$ cat config.mk
export PLATFORM = sky130hd
export DESIGN_NAME = pipe_stage_skid_reg_flat
export DESIGN_NICKNAME = d
export VERILOG_FILES = /design/src/rtl/pipe_stage_skid_reg_if.sv /design/src/rtl/pipe_stage_skid_reg.sv /design/src/flat_wrapper.sv
export SDC_FILE = /design/constraint.sdc
export NUM_CORES = 1
export LEC_CHECK = 0
export BUFFER_PORTS_ARGS = -buffer_cell sky130_fd_sc_hd__buf_2
export CORE_MARGIN = 10
export CORE_UTILIZATION = 45
export CTS_BUF_LIST = sky130_fd_sc_hd__clkbuf_8
export DETAILED_ROUTE_END_ITERATION = 10
export GPL_ROUTABILITY_DRIVEN = 1
export PLACE_DENSITY = 0.74
export RECOVER_POWER = 25
export SYNTH_ARGS = -nofsm -noshare
export SYNTH_HDL_FRONTEND = slang
export SYNTH_SLANG_ARGS = --single-unit
$ cat constraint.sdc
create_clock -name clk_i -period 78.1 [get_ports clk_i]
set_input_delay 7.81 -clock clk_i [delete_from_list [all_inputs] [get_ports clk_i]]
set_output_delay 7.81 -clock clk_i [all_outputs]
set_load 0.02 [all_outputs]
$ cat src/rtl/pipe_stage_skid_reg_if.sv
// Valid/ready payload channel between two pipeline stages.
// The master drives valid and data; the slave answers with ready.
interface pipe_stage_skid_reg_if #(
    parameter int unsigned DATA_W = 279
) ();

    logic              valid;
    logic              ready;
    logic [DATA_W-1:0] data;

    modport master (
        output valid,
        output data,
        input  ready
    );

    modport slave (
        input  valid,
        input  data,
        output ready
    );

endinterface

$ cat src/rtl/pipe_stage_skid_reg.sv
// Pipeline-stage register with a two-entry skid buffer (main + skid).
// The hazard unit controls the stage through stall_i and bubble_i; bubble wins over stall.
// Upstream sees a registered ready. Saturating bubble/stall counters support performance
// monitoring.
module pipe_stage_skid_reg #(
    parameter int unsigned              DATA_W     = 279,
    parameter logic [DATA_W-1:0]        BUBBLE_VAL = '0,
    parameter int unsigned              CNT_W      = 16
) (
    input  logic                        clk_i,
    input  logic                        rst_n_i,
    pipe_stage_skid_reg_if.slave        in_if,
    pipe_stage_skid_reg_if.master       out_if,
    output logic                        out_bubble_o,
    input  logic                        stall_i,
    input  logic                        bubble_i,
    output logic [1:0]                  occupancy_o,
    output logic [CNT_W-1:0]            bubble_cnt_o,
    output logic [CNT_W-1:0]            stall_cnt_o
);

    // Main entry drives the output directly; skid catches the beat that arrives while the
    // downstream (or a stall) holds main.
    logic              r_main_valid;
    logic [DATA_W-1:0] r_main_data;
    logic              r_main_bubble;
    logic              r_skid_valid;
    logic [DATA_W-1:0] r_skid_data;
    logic              r_in_ready;
    logic [CNT_W-1:0]  r_bubble_cnt;
    logic [CNT_W-1:0]  r_stall_cnt;

    logic              w_main_valid_d;
    logic [DATA_W-1:0] w_main_data_d;
    logic              w_main_bubble_d;
    logic              w_skid_valid_d;
    logic [DATA_W-1:0] w_skid_data_d;
    logic              w_in_ready_d;
    logic [CNT_W-1:0]  w_bubble_cnt_d;
    logic [CNT_W-1:0]  w_stall_cnt_d;

    logic              w_in_fire;
    logic              w_out_fire;

    assign w_in_fire  = in_if.valid & r_in_ready;
    assign w_out_fire = r_main_valid & out_if.ready & ~stall_i;

    // Next-state for main/skid storage; bubble overrides everything, stall only blocks out_fire.
    always_comb begin
        w_main_valid_d  = r_main_valid;
        w_main_data_d   = r_main_data;
        w_main_bubble_d = r_main_bubble;
        w_skid_valid_d  = r_skid_valid;
        w_skid_data_d   = r_skid_data;

        if (bubble_i) begin
            // Flush: any accepted input this cycle is dropped on purpose.
            w_main_valid_d  = 1'b1;
            w_main_data_d   = BUBBLE_VAL;
            w_main_bubble_d = 1'b1;
            w_skid_valid_d  = 1'b0;
        end else if (r_skid_valid) begin
            if (w_out_fire) begin
                w_main_data_d   = r_skid_data;
                w_main_bubble_d = 1'b0;
                w_skid_valid_d  = w_in_fire;
                if (w_in_fire) begin
                    w_skid_data_d = in_if.data;
                end
            end
        end else if (!r_main_valid) begin
            if (w_in_fire) begin
                w_main_valid_d  = 1'b1;
                w_main_data_d   = in_if.data;
                w_main_bubble_d = 1'b0;
            end
        end else if (w_out_fire) begin
            if (w_in_fire) begin
                w_main_data_d   = in_if.data;
                w_main_bubble_d = 1'b0;
            end else begin
                w_main_valid_d  = 1'b0;
                w_main_bubble_d = 1'b0;
            end
        end else if (w_in_fire) begin
            w_skid_valid_d = 1'b1;
            w_skid_data_d  = in_if.data;
        end

        w_in_ready_d = ~w_skid_valid_d;
    end

    // Saturating performance counters.
    always_comb begin
        w_bubble_cnt_d = r_bubble_cnt;
        w_stall_cnt_d  = r_stall_cnt;
        if (bubble_i && (r_bubble_cnt != {CNT_W{1'b1}})) begin
            w_bubble_cnt_d = r_bubble_cnt + CNT_W'(1);
        end
        if (stall_i && r_main_valid && (r_stall_cnt != {CNT_W{1'b1}})) begin
            w_stall_cnt_d = r_stall_cnt + CNT_W'(1);
        end
    end

    // Control and main-entry state with asynchronous reset.
    always_ff @(posedge clk_i or negedge rst_n_i) begin
        if (!rst_n_i) begin
            r_main_valid  <= 1'b0;
            r_main_data   <= BUBBLE_VAL;
            r_main_bubble <= 1'b0;
            r_skid_valid  <= 1'b0;
            r_in_ready    <= 1'b1;
            r_bubble_cnt  <= '0;
            r_stall_cnt   <= '0;
        end else begin
            r_main_valid  <= w_main_valid_d;
            r_main_data   <= w_main_data_d;
            r_main_bubble <= w_main_bubble_d;
            r_skid_valid  <= w_skid_valid_d;
            r_in_ready    <= w_in_ready_d;
            r_bubble_cnt  <= w_bubble_cnt_d;
            r_stall_cnt   <= w_stall_cnt_d;
        end
    end

    // Skid payload is only meaningful while r_skid_valid is set, so it needs no reset.
    always_ff @(posedge clk_i) begin
        r_skid_data <= w_skid_data_d;
    end

    assign in_if.ready  = r_in_ready;
    assign out_if.valid = r_main_valid;
    assign out_if.data  = r_main_data;
    assign out_bubble_o = r_main_bubble;
    assign occupancy_o  = {1'b0, r_main_valid} + {1'b0, r_skid_valid};
    assign bubble_cnt_o = r_bubble_cnt;
    assign stall_cnt_o  = r_stall_cnt;

endmodule
$ cat src/flat_wrapper.sv
// flat-port wrapper written by rule: the top's interface ports become plain ports
module pipe_stage_skid_reg_flat 
#(
    parameter int unsigned              DATA_W     = 279,
    parameter logic [DATA_W-1:0]        BUBBLE_VAL = '0,
    parameter int unsigned              CNT_W      = 16
)
  (clk_i, rst_n_i, out_bubble_o, stall_i, bubble_i, occupancy_o, bubble_cnt_o, stall_cnt_o, in_if_valid, in_if_data, in_if_ready, out_if_valid, out_if_data, out_if_ready);
  pipe_stage_skid_reg_if #(.DATA_W(DATA_W)) in_if_i ();
  pipe_stage_skid_reg_if #(.DATA_W(DATA_W)) out_if_i ();
  input  logic clk_i;
  input  logic rst_n_i;
  output logic out_bubble_o;
  input  logic stall_i;
  input  logic bubble_i;
  output logic [1:0] occupancy_o;
  output logic [CNT_W-1:0] bubble_cnt_o;
  output logic [CNT_W-1:0] stall_cnt_o;
  input wire logic [$bits(in_if_i.valid)-1:0] in_if_valid;
  input wire logic [$bits(in_if_i.data)-1:0] in_if_data;
  output wire logic [$bits(in_if_i.ready)-1:0] in_if_ready;
  output wire logic [$bits(out_if_i.valid)-1:0] out_if_valid;
  output wire logic [$bits(out_if_i.data)-1:0] out_if_data;
  input wire logic [$bits(out_if_i.ready)-1:0] out_if_ready;
  assign in_if_i.valid = in_if_valid;
  assign in_if_i.data = in_if_data;
  assign in_if_ready = in_if_i.ready;
  assign out_if_valid = out_if_i.valid;
  assign out_if_data = out_if_i.data;
  assign out_if_i.ready = out_if_ready;
  pipe_stage_skid_reg #(.DATA_W(DATA_W), .BUBBLE_VAL(BUBBLE_VAL), .CNT_W(CNT_W)) u_core (.clk_i(clk_i), .rst_n_i(rst_n_i), .in_if(in_if_i), .out_if(out_if_i), .out_bubble_o(out_bubble_o), .stall_i(stall_i), .bubble_i(bubble_i), .occupancy_o(occupancy_o), .bubble_cnt_o(bubble_cnt_o), .stall_cnt_o(stall_cnt_o));
endmodule
Yosys cells after proc, flatten, opt, wreduce, memory -nomap -nowiden --
Index checks and enable logic that the tools add are counted.
Operators by class: eq/ne operators 7, reduce and logical (&&, ||, !) cells 7, multiply operators 0, bitwise gates (word level) 6, div/mod/pow operators 0, shifts and indexed selects 0, $add $sub $neg 3, $lt $le $gt $ge 0, mux-type cells 26
Operators with widths (number):
- 279-bit two-way mux | 11
- 16-bit by 1-bit adder with 16-bit output (second input constant) | 2
- 16-bit inequality test (second input constant) | 2
- 1-bit two-way mux | 15
- 3-bit inequality test (second input constant) | 2
- 2-bit inequality test (second input constant) | 2
- 4-bit AND reduction | 1
- 4-bit nonzero test | 1
- 1-bit bitwise AND | 3
- 1-bit logical AND | 3
- 1-bit NOT | 3
- 1-bit by 1-bit adder with 2-bit output | 1
- 2-bit by 1-bit inequality test with 1-bit output (second input constant) | 1
- 2-bit AND reduction | 1
- 2-bit nonzero test | 1
Storage, ports and cells: memory bits (writable) 0, bits of input ports 285, word-level logic and storage cells 57, bits in read-only memories 0, latch bits 0, output and inout port bits 316, memories 0, flip-flop bits (word level) 594

Depth between registers and ports, before layout --
Gate-level depths: netlist of the first run.
depth after elaboration 7, depth in mapped cells 7, gate-level depth less buffers 5

Least setup slack after synthesis of the first run --
OpenSTA, ideal clock, no wires.
path kind input port to flip-flop, from in bubble_i, to reg u_core.r_skid_data[0] (enable), setup slack 41.874 ns, library setup time 1.600 ns, arrival 34.626 ns, cell stages on the path 4, data required time 76.500 ns, cells stage by stage buf_2 clkbuf_1 buf_1 nor4_1
On the way: word-level cells in the longest chain between the ends 2
RTL lines:
- start, declared | line flat_wrapper.sv:15 | input logic bubble_i;
- 1-bit NOT (no source line)
- 4-bit AND reduction (no source line)
- end signal, assigned | line pipe_stage_skid_reg.sv:128 | r_skid_data <= w_skid_data_d;
- end, declared | line pipe_stage_skid_reg.sv:28 | logic [DATA_W-1:0] r_skid_data;
No other way between the ends. A chain may end at the register's enable or synchronous reset.

==> summary.txt, run 1 <==
Die
  • I/O Pins: 601
  • Cell Rows: 85
  • Die Ht: 254 µm
  • Die W: 254 µm
  • Starting Density: 0.456
  • Die ar.: 64500 µm²
  • Core area: 54000 µm²

Finish
  • Layout fillers: 4536
  • Area Overhead vs Synth: 21.1%
  • Area of the multi-input gates: 7820 µm²
  • Register area: 16300 µm²
  • Share of cells above drive strength 1: 0.267
  • Design Area, Final: 29800 µm²
  • Layout net count: 2561

GRT
  • GRT Util Overall: 0.198
  • First-pass GRT wire length: 99.9 mm
  • Antenna violations before repair: 16
  • Pin count of the biggest net entering global routing: 126
  • Gr ovfl total: 0
  • Number of global-route vias before repair: 17045

Worst setup path
  • Critical path cell sequence: clkbuf_1, buf_4, buf_4
  • R2R Path Start: u_core.r_skid_valid$_DFF_PN0_
  • Crit path DAT: 14.51 ns
  • Crit Path Category: in2async
  • Crit path required time: 78.75 ns
  • Worst setup startpoint: rst_n_i
  • Worst r2r dst: u_core.r_skid_data[271]$_DFFE_PP_
  • CP Capture Point: u_core.out_if.data[139]$_DFFE_PN0P_
  • CP dominant cell by count: buf_4
  • Slowest CP cell: clkbuf_1
  • Crit-path max cell delay: 4.45 ns
  • CP endpoint kind: async pin
  • Worst-case reg-to-reg path depth: 6
  • Type of origin of the critical path: input port
  • R2r setup slk: 73.20 ns
  • Critical path peak fanout: 115

Power and ir drop
  • Lkg Pwr: 13.2 nW
  • Pwr per Cell Area: 26.1 nW/µm²
  • IR drop worst, VDD: 17.0 µV

Clock network
  • CTS Buf Count: 96
  • CTS tree: built
  • H-tree levels: 3
  • Cts hold-fix bufs: 0
  • Sink Count: 594
  • CTS max path bufs: 3
  • Clock Pin Slew Worst Setup and Hold Paths: 0.06 ns
  • Root buffer cell: clkbuf_8
  • CTS-repair resized insts: 0
  • # Post-CTS Setup Buffers: 0
  • Clk Latency, worst-skew pair: 0.66 ns

Synthesis
  • Netlist Area Pre-Place: 24600 µm²
  • Synth area leader: edfxtp_1
  • Synthesis-stage register bit count: 594
  • Synth warn: 0
  • Register area share after synthesis: 0.661
  • Syn_nets: 1943
  • Cells after Synth: 1654
  • Yosys cell types: 39
  • Synth top area cells: edfxtp_1 (34%), dfrtp_1 (32%), mux2i_1 (11%)
  • Top cell type's share of synthesized area: 0.340
  • Synth Area per Inst: 14.9 µm²

STA
  • RSZ-0062 raised after global routing: false
  • Worst Max-Slew Pin Slew: 6.50 ns
  • Final setup viols: 0
  • Max-slew headroom: -3.34
  • Tcrit/Tclk final: 0.177
  • Clk_skew: 0.0219 ns
  • TNS Setup: 0 ns
  • F_max: 0.0721 GHz
  • Slew Viols, Final: 116
  • Final Hold Vio Count: 0
  • Period minus WS final: 13.86 ns

Routing
  • Routed vias/inst: 5.18
  • Initial DRC Count: 842
  • Via count: 15837
  • DRC: 0
  • First drt pass iteration count: 5
  • Remaining antenna violation count: 0
  • Overall routed net length: 65.9 mm
  • Drt wl/cell: 21.5 µm

Outcome
  • Failing checks: max-capacitance violations, max-slew violations
  • Status: complete, but fails checks

Worst hold path
  • Hold WC Path Type: reg2reg

Placement
  • Area post-placement: 28100 µm²
  • Routability congestion estimate: 0.822
  • Post-DP HPWL: 45.4 mm
  • Port Buffer Count: 600

Flow run
  • Max Cap Viol: 1
==> critical path: cells and delay by family <==
| kind | cells | cell delay [ns] |
|---|---|---|
| buf+inv | 3 | 6.53 |
==> cell usage after synthesis (all sizes together) <==
master / number
clkbuf: 32
or4b: 1
a21o: 2
o21ai: 3
edfxtp: 279
and2: 1
and4: 2
inv: 5
o211ai: 1
a21oi: 2
nand3b: 1
o41a: 1
nor2: 289
nand2b: 1
mux2: 281
xnor2: 12
buf: 64
dfstp: 1
mux2i: 279
nor4: 7
dfrtp: 314
xor2: 19
or4: 1
nor3: 6
o41ai: 1
nand2: 18
clkinv: 1
ha: 4
and3: 3
nand3: 11
nand4: 11
o2111ai: 1
==> state kept, by name (all words and copies together) (netlist names) <==
name	count
u_core.r_skid_valid	1
u_core.out_bubble_o	1
u_core.r_skid_data	279
u_core.bubble_cnt_o	16
u_core.out_if.data	279
u_core.stall_cnt_o	16
u_core.in_if.ready	1
u_core.out_if.valid	1
==> through the flow <==
step	hold slack [ns]	power [mW]	setup WS (ns)	std cells	util
finish	0.484	0.777	64.24	3058	0.552
global route	0.496	0.812	63.16	3057	0.552
CTS	0.483	0.789	67.14	3049	0.556
detailed placement	0.469	0.524	66.39	2870	0.521
global placement	0.457	0.519	66.41	2870	0.521
floorplan	0.567	0.473	41.87	1654	-
==> cell type report <==
| cell class | instances | area share |
|---|---|---|
| flip-flops and latches | 594 | 0.545 |
| inverters | 6 | 0.000755 |
| well taps | 696 | 0.0292 |
| multi-input cells | 958 | 0.262 |
| clock buffers | 115 | 0.0531 |
| diodes | 9 | 0.000755 |
| repair buffers | 616 | 0.0973 |
| clock inverters | 64 | 0.0111 |
==> metal layers <==
| metal | GRT usage | share of wire |
|---|---|---|
| met1 | 0.226 | 0.38 |
| met2 | 0.341 | 0.51 |
| met3 | 0.0602 | 0.074 |
| met4 | 0.0836 | 0.028 |
| met5 | 0 | 0.0016 |
==> layout by cell type (no fill, tap or decap), types with 3 or more instances in the layout <==
cell      synthesis  layout
ha_1              4       4
inv_1             5      49
clkbuf_8          0     116
xor2_1           19      19
mux2_2           80      80
clkbuf_1         32     204
diode_2           0       9
nand3_1          11      11
buf_2            38     394
nand4_1          11      11
mux2i_1         279     279
nor4_2            2       3
xnor2_1          12      12
clkinv_1          1       8
nand2_1          18      18
nor2_1          289     289
nor3_1            6       6
and3_1            3       3
nor4_1            5       4
edfxtp_1        279     279
buf_4            22      14
clkinv_2          0       5
mux2_1          201     201
dfrtp_1         314     313
==> report_power, final <==
part / internal (mW) / switching, mW / leakage, nW
sequential: 0.360 / 0.0203 / 6.62
combinational: 0.0502 / 0.0842 / 5.45
clock: 0.140 / 0.122 / 1.14
==> cells by family (layout without fill, tap and decap cells) <==
group	Yosys count	after routing	share of synthesized area
AO/OA/AOI/OAI	11	11	0.00402
XOR/XNOR	31	31	0.0110
adder cells (fa/ha/maj)	4	4	0.00203
buffers and inverters	102	801	0.0218
flip-flops	594	594	0.661
multiplexers	560	560	0.242
other	0	9	0
AND/OR/NAND/NOR	352	352	0.0585
==> worst min path at each step <==
stage                                                  start                                   to  cells past startpoint
final                        u_core.out_bubble_o$_DFFE_PN0P_      u_core.out_bubble_o$_DFFE_PN0P_                      1
after CTS                    u_core.out_bubble_o$_DFFE_PN0P_      u_core.out_bubble_o$_DFFE_PN0P_                      1
after global routing      u_core.out_if.data[67]$_DFFE_PN0P_   u_core.out_if.data[67]$_DFFE_PN0P_                      1
after floorplan            u_core.r_skid_data[100]$_DFFE_PP_  u_core.out_if.data[100]$_DFFE_PN0P_                      3
after detailed placement     u_core.out_bubble_o$_DFFE_PN0P_      u_core.out_bubble_o$_DFFE_PN0P_                      1
after global placement       u_core.out_bubble_o$_DFFE_PN0P_      u_core.out_bubble_o$_DFFE_PN0P_                      1
Note: power is estimated with default switching activity, not from simulation.
==> run 2, diff against run 1 <==
- ABC_AREA: unset -> 1
- clock period: 78.1 -> 13.75 ns (I/O delays scaled with it)
==> run 2 against run 1 <==
Compared with the run above: the run still ends with max-capacitance violations, max-slew violations left; power grew to 6.2 times the previous value; combinational power rose to 7.0 times the previous value; critical path depth fell by 2; hold slack got worse by 0.010 ns; die area rose by 2.8%; sequential share of layout area is 1.6 points lower; sequential cell count unchanged; cell count grew 35%; critical endpoint is now u_core.out_if.data[164]$_DFFE_PN0P_; largest power group unchanged.
==> summary.txt, run 2 <==
Outcome
  • Status: complete, but fails checks
  • Failing checks: max-capacitance violations, max-slew violations

STA
  • F_max: 0.148 GHz
  • Max-slew headroom: -3.32
  • Final setup viols: 0
  • Period minus WS final: 6.78 ns
  • Worst hold margin: 0.474 ns
  • RSZ-0062 raised after global routing: false
  • Final Hold Vio Count: 0
  • Slew Viols, Final: 113
  • Worst Max-Slew Pin Slew: 6.49 ns
  • Tcrit/Tclk final: 0.493
  • Clk_skew: 0.0346 ns
  • TNS Setup: 0 ns

Routing
  • Initial DRC Count: 1616
  • Via count: 21261
  • Overall routed net length: 80.0 mm
  • First drt pass iteration count: 5
  • Remaining antenna violation count: 0
  • Routed vias/inst: 5.15
  • Drt wl/cell: 19.4 µm
  • DRC: 0

Worst setup path
  • R2R Path Start: u_core.r_skid_valid$_DFF_PN0_
  • Crit path required time: 12.93 ns
  • CP endpoint kind: async pin
  • WP buf/inv: 1
  • Cell family with most CP delay: buffers and inverters
  • Crit path DAT: 5.95 ns
  • Crit Path Category: in2async
  • Worst setup startpoint: rst_n_i
  • Type of origin of the critical path: input port
  • Crit-path max cell delay: 4.42 ns
  • Slowest CP cell: clkbuf_1
  • Critical path cell sequence: clkbuf_1
  • Critical path peak fanout: 112

Clock network
  • Root buffer cell: clkbuf_8
  • CTS Buf Count: 99
  • # Post-CTS Setup Buffers: 0
  • CTS tree: built
  • Clk Latency, worst-skew pair: 0.70 ns
  • CTS max path bufs: 3
  • H-tree levels: 3
  • Clock Pin Slew Worst Setup and Hold Paths: 0.06 ns
  • Sink Count: 594
  • CTS-repair resized insts: 0
  • Cts hold-fix bufs: 0

Die
  • Die ar.: 66300 µm²
  • I/O Pins: 601
  • Die Ht: 257 µm
  • Cell Rows: 86
  • Core area: 55400 µm²
  • Starting Density: 0.458
  • Die W: 257 µm

Worst hold path
  • Hold WC Path Type: reg2reg
  • Hold Startpoint: u_core.out_if.data[264]$_DFFE_PN0P_

Finish
  • Commonest non-fill, non-tap cell in the layout: nand2_1
  • Area Overhead vs Synth: 21.0%
  • Share of cells above drive strength 1: 0.177
  • Most frequent cells in the layout: nand2_1 (1244), buf_2 (409), dfrtp_1 (313)
  • Layout net count: 3561
  • Layout fillers: 4958
  • Finished Layout Cells: 4130
  • Finished Core Util: 0.554

GRT
  • First-pass GRT wire length: 122 mm
  • GRT Util Overall: 0.231
  • Gr ovfl total: 0
  • Antenna violations before repair: 33
  • Number of global-route vias before repair: 20646
  • Pin count of the biggest net entering global routing: 186

Synthesis
  • Ys flop type: dfrtp_1
  • Cells after Synth: 2740
  • Synth warn: 0
  • Register area share after synthesis: 0.641
  • Synthesis-stage register bit count: 594
  • Netlist Area Pre-Place: 25400 µm²
  • Top cell type's share of synthesized area: 0.330
  • EDFF count, synth: 279
  • Yosys cell types: 23
  • Synth area leader: edfxtp_1
  • Synth Area per Inst: 9.26 µm²
  • Syn_nets: 3029
  • Synth async-reset ratio: 0.530
  • Count leader, synth: nand2_1
  • Commonest cells in the netlist: nand2_1 (1244), dfrtp_1 (314), a21oi_1 (279), edfxtp_1 (279), o21ai_0 (248)
  • Synth top area cells: edfxtp_1 (33%), dfrtp_1 (31%), nand2_1 (18%)

Placement
  • Post-Place Cells: 3919
  • Routability congestion estimate: 0.875
  • Post-DP HPWL: 52.1 mm
  • Port Buffer Count: 600

Power and ir drop
  • IR drop worst, VDD: 80.6 µV
  • Lkg Pwr: 14.6 nW
  • Pwr per Cell Area: 157 nW/µm²

Flow run
  • Max Cap Viol: 1
==> run 2: changes by cell type after synthesis, sizes merged, moves of 10 or more <==
cell / change
a21oi: +277
mux2: -281
mux2i: -279
nand3: +16
nor2: -247
nand2: +1226
xor2: -10
o21ai: +295
inv: +27
clkbuf: +66
buf: +30
==> run 2: worst min-delay path, stage by stage (launching register included) <==
cell and delay (ns):
dfrtp_1 0.33, o21ai_1 0.06, nand2_1 0.05
==> run 2: worst paths after layout <==
check,to,slack [ns],cells past startpoint
min in group asynchronous,u_core.out_if.data[173]$_DFFE_PN0P_,3.09,1
hold reg to reg,u_core.out_if.data[264]$_DFFE_PN0P_,0.47,2
max in group clk_i,u_core.out_if.data[119]$_DFFE_PN0P_,9.66,8
hold / removal,u_core.out_if.data[264]$_DFFE_PN0P_,0.47,2
setup reg to reg,u_core.r_skid_data[278]$_DFFE_PP_,10.03,5
setup / recovery,u_core.out_if.data[164]$_DFFE_PN0P_,6.97,1
==> run 2: kinds of logic (layout without fill, tap and decap cells) <==
family | count (synthesis) | after routing | share of synthesized area
DFF | 594 | 594 | 0.641
and+or+nand+nor | 1326 | 1326 | 0.200
other | 0 | 23 | 0
buffers and inverters | 224 | 843 | 0.0381
xor gates and xnor gates | 15 | 15 | 0.00518
AOI/OAI and AO/OA | 577 | 577 | 0.114
adders and majority gates | 4 | 4 | 0.00197
==> run 2: final cells by class <==
class                   instances  area [µm²]  area share
diodes                         23        57.6     0.00187
clock buffers                 123        1690      0.0551
clock inverters                65         487      0.0158
inverters                      32         128     0.00416
multi-input cells            1922        8160       0.266
flip-flops and latches        594       16300       0.530
well taps                     748         936      0.0305
repair buffers                623        2990      0.0972
==> run 2: metal layers <==
layer	track usage	part of all wire	vias up
met4	0.118	0.037	20
li1	-	-	10138
met3	0.0644	0.084	173
met2	0.366	0.49	891
met1	0.286	0.39	10039
met5	0	0.0014	-
==> run 2: where the power goes <==
group / switching [mW] / internal (mW) / leakage (nW)
Combinational: 0.673 / 0.263 / 6.69
Clock: 0.745 / 0.933 / 1.22
Sequential: 0.126 / 2.07 / 6.68
Total: 1.54 / 3.27 / 14.6
==> run 2: metrics by stage <==
stage / total power [mW] / setup WS (ns) / cell area, µm²
3_3_place_gp: 3.16 / 9.11 / 28700
5_1_grt: 5.03 / 5.91 / 30700
6_report: 4.81 / 6.97 / 30700
4_1_cts: 4.86 / 9.71 / 30900
3_5_place_dp: 3.18 / 9.05 / 28700
2_1_floorplan: 2.78 / 2.53 / 25400
